===== src/rtl/seg7_scan_mux.sv =====
// Purpose : 4-digit common-anode 7-segment scan driver with per-change anode blanking
//           and frame-boundary commit of a shadowed 16-bit display word.
// Latency : outputs registered; a sel change at cycle N blanks from N+1, new digit at N+BLANK_CYC+2.
// Backpressure: none; data_load is a strobe and later loads overwrite the shadow (last wins).
//
// Ports:
//   clk, rst_n      clock (rising edge) and asynchronous active-low reset
//   sel[1:0]        digit selector from the refresh counter (synchronous to clk)
//   data_in[15:0]   display word, [15:12] = digit 3 (leftmost), [3:0] = digit 0
//   dp_in[3:0]      decimal points, bit i = digit i, 1 = lit
//   data_load       strobe: capture data_in/dp_in into the shadow register
//   load_pend       shadow holds data not yet committed to the display
//   an[3:0]         anodes, active-low, an[i] = digit i
//   seg[6:0]        segments, active-low, {g,f,e,d,c,b,a}
//   dp              decimal point, active-low
//
// Build option: define SEG7_LZ_BLANK_EN to blank leading zeros on digits 3..1.

module seg7_scan_mux #(
    parameter int BLANK_CYC = 8
) (
    input  logic       clk,
    input  logic       rst_n,
    input  logic [1:0] sel,
    input  logic [15:0] data_in,
    input  logic [3:0] dp_in,
    input  logic       data_load,
    output logic       load_pend,
    output logic [3:0] an,
    output logic [6:0] seg,
    output logic       dp
);

    localparam int CW = (BLANK_CYC > 0) ? $clog2(BLANK_CYC + 1) : 1;
    localparam logic [CW-1:0] BLANK_LD = CW'(BLANK_CYC);

    typedef enum logic {
        ST_BLANK = 1'b0,
        ST_DRIVE = 1'b1
    } state_t;

    state_t          r_state;
    state_t          w_state_nxt;
    logic [CW-1:0]   r_cnt;
    logic [CW-1:0]   w_cnt_nxt;
    logic [1:0]      r_sel_q;
    logic [19:0]     r_shadow;   // {dp[3:0], data[15:0]}
    logic [19:0]     r_disp;
    logic            r_pend;
    logic [3:0]      r_an;
    logic [6:0]      r_seg;
    logic            r_dp;

    logic            w_change;
    logic            w_wrap;
    logic [3:0]      w_nibble;
    logic [3:0]      w_dp_disp;
    logic            w_lz_blank;
    logic [3:0]      w_an_nxt;
    logic [6:0]      w_seg_nxt;
    logic            w_dp_nxt;

    function automatic logic [6:0] f_decode(input logic [3:0] v);
        logic [6:0] s;
        case (v)
            4'h0: s = 7'h40;
            4'h1: s = 7'h79;
            4'h2: s = 7'h24;
            4'h3: s = 7'h30;
            4'h4: s = 7'h19;
            4'h5: s = 7'h12;
            4'h6: s = 7'h02;
            4'h7: s = 7'h78;
            4'h8: s = 7'h00;
            4'h9: s = 7'h10;
            4'hA: s = 7'h08;
            4'hB: s = 7'h03;
            4'hC: s = 7'h46;
            4'hD: s = 7'h21;
            4'hE: s = 7'h06;
            default: s = 7'h0E;
        endcase
        return s;
    endfunction

    assign w_change  = (sel != r_sel_q);
    // Only the 3->0 step is a frame boundary; glitchy jumps such as 1->3 never commit.
    assign w_wrap    = w_change && (r_sel_q == 2'd3) && (sel == 2'd0);
    assign w_nibble  = r_disp[{r_sel_q, 2'b00} +: 4];
    assign w_dp_disp = r_disp[19:16];

`ifdef SEG7_LZ_BLANK_EN
    // A digit is a leading zero when it and every digit to its left are zero.
    always_comb begin
        w_lz_blank = 1'b0;
        case (r_sel_q)
            2'd3:    w_lz_blank = (r_disp[15:12] == 4'h0);
            2'd2:    w_lz_blank = (r_disp[15:8]  == 8'h00);
            2'd1:    w_lz_blank = (r_disp[15:4]  == 12'h000);
            default: w_lz_blank = 1'b0;
        endcase
    end
`else
    assign w_lz_blank = 1'b0;
`endif

    // Next-state and next-output logic. Outputs are computed from the next
    // state so the registered an/seg/dp line up with the state register.
    always_comb begin
        w_state_nxt = r_state;
        w_cnt_nxt   = r_cnt;
        w_an_nxt    = 4'hF;
        w_seg_nxt   = 7'h7F;
        w_dp_nxt    = 1'b1;

        case (r_state)
            ST_BLANK: begin
                if (r_cnt == '0) begin
                    w_state_nxt = ST_DRIVE;
                end else begin
                    w_cnt_nxt = r_cnt - CW'(1);
                end
            end
            default: begin
                w_state_nxt = ST_DRIVE;
            end
        endcase

        if (w_change) begin
            w_state_nxt = ST_BLANK;
            w_cnt_nxt   = BLANK_LD;
        end

        // Entering or staying in DRIVE implies no change, so sel == r_sel_q and
        // the display cannot be committing this cycle.
        if (w_state_nxt == ST_DRIVE) begin
            w_an_nxt  = ~(4'b0001 << r_sel_q);
            w_seg_nxt = w_lz_blank ? 7'h7F : f_decode(w_nibble);
            w_dp_nxt  = ~w_dp_disp[r_sel_q];
        end
    end

    always_ff @(posedge clk or negedge rst_n) begin
        if (!rst_n) begin
            r_state <= ST_BLANK;
            r_cnt   <= BLANK_LD;
            r_an    <= 4'hF;
            r_seg   <= 7'h7F;
            r_dp    <= 1'b1;
        end else begin
            r_state <= w_state_nxt;
            r_cnt   <= w_cnt_nxt;
            r_an    <= w_an_nxt;
            r_seg   <= w_seg_nxt;
            r_dp    <= w_dp_nxt;
        end
    end

    // Shadow / display / pending flag. On a wrap coincident with a load the
    // display takes the old shadow and the pending flag stays set.
    always_ff @(posedge clk or negedge rst_n) begin
        if (!rst_n) begin
            r_sel_q  <= 2'd0;
            r_shadow <= '0;
            r_disp   <= '0;
            r_pend   <= 1'b0;
        end else begin
            r_sel_q <= sel;
            if (data_load) begin
                r_shadow <= {dp_in, data_in};
            end
            if (w_wrap) begin
                r_disp <= r_shadow;
            end
            if (data_load) begin
                r_pend <= 1'b1;
            end else if (w_wrap) begin
                r_pend <= 1'b0;
            end
        end
    end

    assign an        = r_an;
    assign seg       = r_seg;
    assign dp        = r_dp;
    assign load_pend = r_pend;

endmodule


===== config.mk =====
export PLATFORM = sky130hd
export DESIGN_NAME = seg7_scan_mux
export DESIGN_NICKNAME = d
export VERILOG_FILES = /design/src/rtl/seg7_scan_mux.sv
export SDC_FILE = /design/constraint.sdc
export NUM_CORES = 1
export LEC_CHECK = 0
export ABC_AREA = 1
export BUFFER_PORTS_ARGS = -buffer_cell sky130_fd_sc_hd__buf_2
export CAP_MARGIN = 15
export CORE_UTILIZATION = 62
export DETAILED_ROUTE_END_ITERATION = 8
export PLACE_DENSITY_LB_ADDON = 0.25
export SYNTH_ARGS = -nofsm -noshare
export SYNTH_HDL_FRONTEND = slang
export SYNTH_SLANG_ARGS = --single-unit

===== constraint.sdc =====
create_clock -name clk -period 2.4 [get_ports clk]
set_input_delay 0.24 -clock clk [delete_from_list [all_inputs] [get_ports clk]]
set_output_delay 0.24 -clock clk [all_outputs]
set_load 0.005 [all_outputs]

==> reports/summary.md <==
• 0 — number of failing hold endpoints at the final stage
• 13.8% — post-synthesis to final-layout area growth
• 0.64 ns — largest stage delay on the critical path
• 349 — synthesized netlist net count
• flop — Worst setup EP type
• 5070 um — total detailed-routing wirelength
• 39.7% — share of the synthesized area in the top cell type
• 0.34 ns — clk_lat worst skew
• 0 — diode count
• flop to flop — worst setup path category
• 3460 um — dpl hpwl
• flop — startpoint class of the critical path
• 12.2 um — drt wl/cell
• 9.34 um2 — Post-Synthesis Mean Instance Area
• 0.296% — share of the synthesized netlist area taken by xor and xnor gates
• 2960 um2 — Post-Synthesis Cell Area
• 0.525 GHz — achievable frequency
• 26 — Netlist cell types
• 1 — number of instances on the worst hold path
• 0 — count of buffers added by post-CTS timing repair for setup
• 38 — number of ports placed on the die boundary
• 0 — maximum capacitance violations
• seg[0]$_DFF_PN1_ — FF-to-FF End
• 37 — Buffers on Ports
• 0.07 ns — clock-pin slew reported for the worst setup and hold paths after clock tree synthesis
• dfrtp_1 — cell with the largest stage delay on the worst path
• 100% — share of flip-flops with an asynchronous set or reset after synthesis
• 3 — deepest level of the CTS H-tree
• 8760 um — global-route wire length before repair
• 0.537 ns — Worst Max-Slew Pin Slew
• dfrtp_1 — Yosys top cell by area
• 66.2% — starting utilization of the core area
• 0 — number of warnings reported in the yosys synthesis log
• 0 — number of antenna violations at the first check in global routing
• 317 — filler instances
• 1.69 nW — total leakage power
• r_sel_q[0]$_DFF_PN0_ — hold endpoint
• 0.50 ns — Worst R2R Setup Slack
• 0% — multiplexer area fraction after synthesis
• sel[0] — HP Start
• 0 — count of nets left with antenna violations after detail routing
• 4470 um2 — core box area
• 60 — count of clock tree sinks
• 1200 um2 — Multi-input gate area
• 24 — Std-Cell Rows
• false — setup repair after global routing missed its margin
• 3160 um2 — placed standard-cell area
• 0 — number of max-slew violations in the final report
• flip-flops — cell family contributing the most delay on the critical path
• 102 — violation count after the first detailed-route iteration
• 25.9% — area share of and/or/nand/nor cells after synthesis
• 0 ns — aggregate negative setup slack
• input pin to flop — class of the tightest hold or removal check
• clkbuf_8 — CTS Root Buffer Type
• finished, violations left — status
• 14 — largest fanout on the critical path
• inv_2 -> nand3_1 -> nand2_1 -> nor2_4 -> inv_1 -> ha_1 -> inv_1 -> nand3_1 -> nand3_1 -> nand3_1 — series of cell instances along the critical path
• 22.9% — Total GRT Usage
• 0.496 ns — final worst slack
• 2 — Longest Clk Path Bufs
• 0.861 — weighted congestion at the end of routability-driven global placement
• 2.16 ns — worst endpoint data arrival time
• 1520 um2 — register area
• 2.75 mW — Final Power
• 1.90 ns — minimum clock period
• 51.2% — sequential element share of the synthesized area
• 9 — cts bufs inserted
• 6 — detailed-router iteration count before antenna repair
• r_sel_q[0]$_DFF_PN0_ — beginning of the worst register-to-register path
• 10 — Register-to-Register Path Depth
• built — clock tree from TritonCTS
• 815 nW/um2 — power per unit of standard cell area
• 64.2% — Slew headroom
• 5.13 — Via-to-Cell Ratio
• 0 — number of synthesized flops with an enable pin
• 3370 um2 — post-layout instance area
• dfrtp_1 — Synth Flop Type
• design-rule violations — violations in the final reports
• dfrtp_1 40%, dfstp_2 12%, nand2_1 10% — cells taking the most area after synthesis
• 0.505 ns — setup slack at placement
• 61 — maximum number of pins on one net before global-route repair
• 0.00749 ns — final setup skew
• 1995 — vias in the first global route
• 11.3% — compound-cell area share of the yosys netlist
• 71.1 um — die outline width
• nand3_1 — dominant cell type by count on the critical path
• 0 — GRT overflow
• 389 — final net count
• 71.1 um — Die Ht
• 317 — number of instances in the synthesized netlist
• 0 — final setup fails
• 3 — buffers plus inverters on the worst setup path
• 79.3% — fin crit share
• 2.96% — adder-cell share of the synthesized area
• 2 — # DRC
• simple AND/OR/NAND/NOR gates — combinational family with the most area after synthesis
• 2122 — via total after detailed routing
• 2.66 ns — Worst Path Required
• 0.522 mV — peak supply drop
• 60 — flip-flop and latch count after synthesis
• 5060 um2 — DIE AREA
• 37.3% — fraction of final layout cells sized beyond drive strength 1
## synthesized netlist by cell type (all sizes together) (2+ instances only)
library cell and n:
dfstp 13, buf 7, clkbuf 4, nor3 2, a22oi 2, o21ai 42
dfrtp 47, ha 7, inv 41, nand3 25, nor2 13, nand2 110
## power by group
group | leakage, nW | total, mW | internal, mW | switching, mW
combinational | 0.871 | 0.583 | 0.229 | 0.354
sequential | 0.721 | 1.25 | 1.16 | 0.0892
clock | 0.102 | 0.918 | 0.533 | 0.386
total | 1.69 | 2.75 | 1.92 | 0.829
## metal layers
metal  GRT usage [%]  part of all wire (%)
met1            29.3                    46
met2            36.1                    49
met3            5.41                   3.6
met4            12.9                   2.1
met5               0                     0
## flip-flops by register name, indices dropped and copies added (netlist names)
register	count
r_disp	20
r_shadow	20
seg	7
an	4
r_cnt	4
r_sel_q	2
dp	1
load_pend	1
r_state	1
## how the worst max path moves through the flow
stage | to | cells after the start | from | slack, ns
global placement | seg[0]$_DFF_PN1_ | 10 | r_sel_q[0]$_DFF_PN0_ | 0.59
detailed placement | seg[0]$_DFF_PN1_ | 10 | r_sel_q[0]$_DFF_PN0_ | 0.50
floorplan | seg[0]$_DFF_PN1_ | 12 | r_sel_q[0]$_DFF_PN0_ | 0.82
global route | seg[0]$_DFF_PN1_ | 10 | r_sel_q[0]$_DFF_PN0_ | 0.32
CTS | seg[0]$_DFF_PN1_ | 10 | r_sel_q[0]$_DFF_PN0_ | 0.50
finish | seg[0]$_DFF_PN1_ | 10 | r_sel_q[0]$_DFF_PN0_ | 0.50
## metrics by stage
| step | cells | util, % | hold slack (ns) |
|---|---|---|---|
| after floorplan | 317 | - | -0.0556 |
| after global placement | 397 | 70.6 | 0.264 |
| after detailed placement | 397 | 70.6 | 0.267 |
| after CTS | 414 | 75.3 | 0.0488 |
| after global routing | 414 | 75.3 | 0.0514 |
| final | 414 | 75.3 | 0.0644 |
## what timing repair did
| action | in CTS | in global routing |
|---|---|---|
| hold buffers | 1 | 0 |
| hold endpoints to repair | 47 | 0 |
| gates resized for setup | 0 | 0 |
## cell usage in the layout, fill, tap and decap left out, drive strengths merged
cell type and n:
dfstp 13, a21o 1, xor2 1, clkinv 2
o21ai 42, a21oi 1, nor2 13, buf 39
nor3 2, clkinvlp 1, clkbuf 12, dlygate4sd3 1
ha 7, inv 41, a22oi 2, nand3 25
a31oi 1, bufinv 1, nand2 110, dfrtp 47
## final cells by class
cell class,instances,area share (%)
Timing Repair Buffer,40,6.98
Clock inverter,4,1.41
Sequential cell,60,45.0
Clock buffer,12,4.60
Tap cell,52,1.93
Inverter,41,4.57
Multi-Input combinational cell,205,35.5
## kinds of logic (layout without fill, tap and decap cells)
kind of cell / count (synthesis) / after routing
adder cells (fa/ha/maj): 7 / 7
flip-flops: 60 / 60
AND/OR/NAND/NOR: 150 / 150
AO/OA/AOI/OAI: 47 / 47
buffers and inverters: 52 / 97
XOR/XNOR: 1 / 1
Power figures use the tool's default switching activity.
